$ cat config.mk
export PLATFORM = sky130hd
export DESIGN_NAME = row_token_arbiter
export DESIGN_NICKNAME = d
export VERILOG_FILES = /design/src/rtl/row_token_arbiter.sv
export SDC_FILE = /design/constraint.sdc
export NUM_CORES = 1
export LEC_CHECK = 0
export CORE_ASPECT_RATIO = 2
export CORE_MARGIN = 5
export CORE_UTILIZATION = 50
export DETAILED_ROUTE_END_ITERATION = 6
export GPL_TIMING_DRIVEN = 0
export PLACE_DENSITY = 0.8
export SLEW_MARGIN = 5
export SYNTH_ARGS = -nofsm -noshare
export SYNTH_HDL_FRONTEND = slang
export SYNTH_SLANG_ARGS = --single-unit
$ cat constraint.sdc
create_clock -name Clk -period 2.6 [get_ports Clk]
set_clock_uncertainty 0.1 [all_clocks]
set_input_delay 0.52 -clock Clk [delete_from_list [all_inputs] [get_ports Clk]]
set_output_delay 0.52 -clock Clk [all_outputs]
set_load 0.01 [all_outputs]
$ cat src/rtl/row_token_arbiter.sv
// row_token_arbiter
//   Frame-based row-readout arbiter for the pixel-array column logic. A Start
//   pulse snapshots the per-row token lines. Pending rows are then offered one
//   at a time on a valid/ready interface as a binary row address. The order is
//   either fixed priority (lowest index first) or round-robin (the search
//   origin rotates from frame to frame). Each accepted row receives a one-cycle
//   one-hot Ack. Done pulses once the frame has drained.
//
// Ports
//   Clk       rising-edge clock
//   Rst_b     asynchronous reset, active low
//   Token     [NROWS] per-row "has data" levels, sampled only at Start
//   Start     one-cycle frame start, honoured only when idle
//   Abort     drops the current frame (no Ack/Done for a coincident handshake)
//   RowValid  RowAddr holds a pending row
//   RowAddr   [AW] binary index of the offered row
//   RowReady  consumer accepts the offered row
//   Ack       [NROWS] one-hot pulse for the row accepted on the previous cycle
//   Done      one-cycle pulse at frame completion
//   Busy      high whenever the arbiter is not idle
module row_token_arbiter #(
  parameter int NROWS       = 16,
  parameter int AW          = $clog2(NROWS),
  parameter int ROUND_ROBIN = 0
) (
  input  logic             Clk,
  input  logic             Rst_b,
  input  logic [NROWS-1:0] Token,
  input  logic             Start,
  input  logic             Abort,
  output logic             RowValid,
  output logic [AW-1:0]    RowAddr,
  input  logic             RowReady,
  output logic [NROWS-1:0] Ack,
  output logic             Done,
  output logic             Busy
);

  localparam logic [1:0] S_IDLE  = 2'd0;
  localparam logic [1:0] S_SERVE = 2'd1;
  localparam logic [1:0] S_DONE  = 2'd2;

  logic [1:0]       state_q,     state_d;
  logic [NROWS-1:0] pending_q,   pending_d;
  logic             row_valid_q, row_valid_d;
  logic [AW-1:0]    row_addr_q,  row_addr_d;
  logic [NROWS-1:0] ack_q,       ack_d;
  logic             done_q,      done_d;
  logic             busy_q,      busy_d;
  logic [AW-1:0]    rr_ptr_q,    rr_ptr_d;

  logic             handshake_s;
  logic [NROWS-1:0] row_onehot_s;
  logic [NROWS-1:0] pend_left_s;
  logic [AW-1:0]    search_base_s;
  logic [AW-1:0]    rr_next_s;

  // First set bit of pend, scanning upward from base and wrapping modulo NROWS.
  function automatic logic [AW-1:0] select_row(input logic [NROWS-1:0] pend,
                                               input logic [AW-1:0]    base);
    logic          found;
    logic [AW-1:0] sel;
    int            idx;
    found = 1'b0;
    sel   = '0;
    for (int k = 0; k < NROWS; k++) begin
      idx = int'(base) + k;
      idx = (idx >= NROWS) ? (idx - NROWS) : idx;
      if (!found && pend[AW'(idx)]) begin
        found = 1'b1;
        sel   = AW'(idx);
      end
    end
    return sel;
  endfunction

  // Handshake decode, remaining-row mask and search origin for the next pick.
  always_comb begin
    handshake_s   = row_valid_q & RowReady;
    row_onehot_s  = {{(NROWS-1){1'b0}}, 1'b1} << row_addr_q;
    pend_left_s   = pending_q & ~row_onehot_s;
    // The origin stays fixed for the whole frame; it only moves between frames.
    search_base_s = (ROUND_ROBIN != 0) ? rr_ptr_q : '0;
    rr_next_s     = (row_addr_q == AW'(NROWS-1)) ? '0 : (row_addr_q + AW'(1));
  end

  // Next-state logic for the frame FSM and all registered outputs.
  always_comb begin
    state_d     = state_q;
    pending_d   = pending_q;
    row_valid_d = row_valid_q;
    row_addr_d  = row_addr_q;
    ack_d       = '0;
    done_d      = 1'b0;
    rr_ptr_d    = rr_ptr_q;
    if (Abort) begin
      state_d     = S_IDLE;
      pending_d   = '0;
      row_valid_d = 1'b0;
    end else begin
      case (state_q)
        S_IDLE: begin
          if (Start) begin
            pending_d = Token;
            if (Token == '0) begin
              state_d = S_DONE;
              done_d  = 1'b1;
            end else begin
              state_d     = S_SERVE;
              row_valid_d = 1'b1;
              row_addr_d  = select_row(Token, search_base_s);
            end
          end else begin
            state_d = S_IDLE;
          end
        end
        S_SERVE: begin
          if (handshake_s) begin
            pending_d = pend_left_s;
            ack_d     = row_onehot_s;
            if (pend_left_s == '0) begin
              state_d     = S_DONE;
              row_valid_d = 1'b0;
              done_d      = 1'b1;
              rr_ptr_d    = rr_next_s;
            end else begin
              // Register the next pick now so the following cycle has no bubble.
              row_addr_d = select_row(pend_left_s, search_base_s);
            end
          end else begin
            state_d = S_SERVE;
          end
        end
        S_DONE: begin
          state_d = S_IDLE;
        end
        default: begin
          state_d     = S_IDLE;
          pending_d   = '0;
          row_valid_d = 1'b0;
        end
      endcase
    end
    busy_d = (state_d != S_IDLE);
  end

  // State and output registers with asynchronous active-low reset.
  always_ff @(posedge Clk or negedge Rst_b) begin
    if (!Rst_b) begin
      state_q     <= S_IDLE;
      pending_q   <= '0;
      row_valid_q <= 1'b0;
      row_addr_q  <= '0;
      ack_q       <= '0;
      done_q      <= 1'b0;
      busy_q      <= 1'b0;
      rr_ptr_q    <= '0;
    end else begin
      state_q     <= state_d;
      pending_q   <= pending_d;
      row_valid_q <= row_valid_d;
      row_addr_q  <= row_addr_d;
      ack_q       <= ack_d;
      done_q      <= done_d;
      busy_q      <= busy_d;
      rr_ptr_q    <= rr_ptr_d;
    end
  end

  assign RowValid = row_valid_q;
  assign RowAddr  = row_addr_q;
  assign Ack      = ack_q;
  assign Done     = done_q;
  assign Busy     = busy_q;

endmodule

==> summary.txt <==
Outcome
  – Run status: finished, final reports clean

Clock network
  – CTS tree: done
  – Max Root-Sink Buffers: 2
  – CTS Sinks: 32
  – H-tree depth: 2
  – Post-CTS sizing: 0
  – Worst-Skew Late Latency: 280 ps
  – Clk slew on worst S/H paths: 70 ps
  – TritonCTS buffer count: 5
  – Hold bufs inserted after CTS: 0
  – CTS root buf: clkbuf_8
  – Post-CTS Setup Repair Bufs: 0

Power
  – Power Internal: approximately 1 mW
  – Sw power: 0.469 mW
  – Total power draw: ~1.5 mW
  – Clock Power Share: about a third
  – PD cells: 617 nW/µm²
  – Switching Fraction: a little under a third
  – Power share of the combinational group: roughly 30%
  – Max rail drop VDD: roughly 0.00048 V
  – Sequential Power Share: roughly 39%
  – Leakage: 1.03 nW

Detailed routing
  – WL final: 4.91 mm
  – Average wire per standard cell: between 15 and 20 µm
  – DRT Pass-1 Iters: 4
  – Antenna-violating nets left: 0
  – Drt initial violations: 71
  – Vias post-DR: 1,756
  – Post-DR vias/cell: 5.72
  – DRC: 0

Setup path
  – CP arrival: 2410 ps
  – Critical Path RT: 2670 ps
  – Worst setup EP type: flip-flop
  – Reg2reg start: RowAddr[0]
  – CP Launch Type: primary input
  – Crit Path Category: primary input to flip-flop
  – Worst-path cell chain: clkdlybuf4s50_1 > nor4_1 > nand4_1 > o211ai_1 > a21oi_4 > mux2_4
  – Slowest cell on the critical path: clkdlybuf4s50_1
  – CP startpoint: Token[2]
  – Crit-path max FO: 5
  – Worst path max stage delay: just over 500 ps

Synthesis
  – Synth cell types: between 40 and 50
  – EDFF count, synth: 0
  – Yosys top cell by area: dfrtp_1
  – Post-Syn Area: around 1900 µm²
  – Syn. warnings: 0
  – Yosys top cell area share: 42.7%
  – Syn Area/Cell: 9.02 µm²
  – Seq/Total Area, Yosys: a little over two fifths
  – Count leader, synth: dfrtp_1
  – Post-synthesis cell count: approximately 210
  – #FFs+latches synth: 32
  – Post-synth top cells: 32 x dfrtp_1, 30 x nor2_1, 20 x nand2_1, 18 x o21ai_0, 11 x buf_4
  – Share of flip-flops with an asynchronous set or reset: 100%
  – Leading post-synthesis cells by cell area: dfrtp_1 43%, nor2_1 6.0%, o21ai_0 4.8%, buf_4 4.4%, nand2_1 4.0%
  – Synth Flop Type: dfrtp_1

Global routing
  – First-pass GRT wire length: between 8 and 9 mm
  – Total congestion overflow: 0
  – Vias in the first global route: about 1,900
  – Total GRT Usage: 21.2%
  – Initial antenna violation count: 0
  – Largest net degree at the start of global routing: 33

STA
  – Setup TNS: 0 ps
  – Maximum clock rate: approximately 430 MHz
  – RSZ-0062 raised after global routing: no
  – Final setup vio count: 0
  – Worst slew pin tran: between 800 and 900 ps
  – Fin. Hold Viols: 0
  – Hold WS: ~190 ps
  – Min cycle time layout: around 2300 ps
  – Slew headroom: a little under half
  – Final period utilization: roughly 90%
  – Final count of pins violating max slew: 0

Finish
  – Filler instances: between 300 and 400
  – ANT cells: 0
  – Number of nets in the layout: between 200 and 300
  – Layout cells sized above 1: ~14%
  – Area grow syn2layout: 28.7%
  – Final Core Density: 66.2%
  – Design Area, Final: around 2400 µm²

Floorplanning
  – Initial Utilization: between 50% and 60%
  – Die ar.: just over 5000 µm²
  – Core area: approximately 3600 µm²
  – Row cnt: 31
  – IO Pins: 44
  – Die width: about 53 µm
  – Die H: approximately 97 µm

Min path
  – Min-Delay Path Class: primary input to async pin

Placed design
  – Cell Area, Placed: about 2300 µm²
  – Gpl congestion: between 0.9 and 1
  – Buffers on Ports: 34
  – Dpl hpwl: around 3.7 mm

Run
  – Maxcap violations: 0
-- power groups by stage --
stage | logic (mW) | clock network (mW) | registers (mW)
after detailed placement | 0.433 | 0 | 0.587
after CTS | 0.438 | 0.480 | 0.578
after global placement | 0.431 | 0 | 0.587
final | 0.440 | 0.473 | 0.578
after global routing | 0.485 | 0.502 | 0.584
after floorplan | 0.281 | 0 | 0.583
-- sequential cells by signal (all words and copies together), names as in the netlist --
name,cells
Ack,8
Busy,1
Done,1
RowAddr,3
RowValid,1
pending_q,16
state_q,2
-- metal layers --
layer	vias to the layer above	part of all wire, %	GRT usage [%]
met5	-	0	0
met4	0	4.0	12.6
met3	16	4.4	4.31
met2	56	57	38.9
met1	847	35	19.7
li1	837	-	-
-- stage by stage --
stage,instances,setup WS (ps)
floorplan,216,650
global placement,299,-0.410
detailed placement,299,-24.4
CTS,307,271
global route,307,150
finish,307,260
-- logic make-up after synthesis --
| kind of cell | count (synthesis) | share of synthesized area, % |
|---|---|---|
| DFF | 32 | 42.7 |
| buffers and inverters | 25 | 7.67 |
| other | 1 | 0.200 |
| and+or+nand+nor | 81 | 22.1 |
| AOI/OAI and AO/OA | 63 | 23.6 |
| muxes | 6 | 3.80 |
-- final cells by class --
class                           instances  area [µm²]  share of cell area [%]
Buffer                                 18         118                    4.87
Timing Repair Buffer                   34         335                    13.9
Sequential cell                        32         801                    33.2
Tap cell                               49        61.3                    2.54
Clock buffer                            5        68.8                    2.85
Multi-Input combinational cell        159         962                    39.8
Inverter                                7        26.3                    1.09
Clock inverter                          3        42.5                    1.76
-- cell usage in the layout, fill, tap and decap left out, types with 2 or more instances in the layout --
cell | netlist | layout
buf_4 | 11 | 11
mux2_4 | 2 | 2
a32o_1 | 2 | 2
clkbuf_8 | 0 | 5
a21oi_1 | 7 | 7
mux2i_1 | 3 | 3
nor3_1 | 7 | 7
nor4_1 | 7 | 7
a22o_1 | 8 | 8
o21bai_1 | 2 | 2
clkdlybuf4s50_1 | 0 | 33
o31ai_1 | 2 | 2
a31oi_1 | 2 | 2
nand2_1 | 20 | 20
dfrtp_1 | 32 | 32
inv_1 | 6 | 6
nor2_1 | 30 | 30
and4_4 | 2 | 2
buf_2 | 1 | 2
a22oi_1 | 8 | 8
conb_1 | 1 | 9
clkbuf_1 | 5 | 5
o21ai_0 | 18 | 18
o21a_1 | 4 | 4
nand2b_1 | 3 | 3
-- critical path: cells and delay by family --
family	cells	cell delay (ps)
buf+inv	1	510
mux	1	300
compound gates	2	390
simple gates	2	680
-- final timing paths --
kind,slack [ps],cells after the start,endpoint
max in group asynchronous,1760,1,pending_q[5]
min in group Clk,450,1,pending_q[2]
hold / removal,190,1,RowAddr[0]
setup / recovery,260,6,RowAddr[0]
hold reg to reg,450,1,pending_q[2]
setup reg to reg,410,6,RowAddr[0]
(Power assumes the default switching activity.)
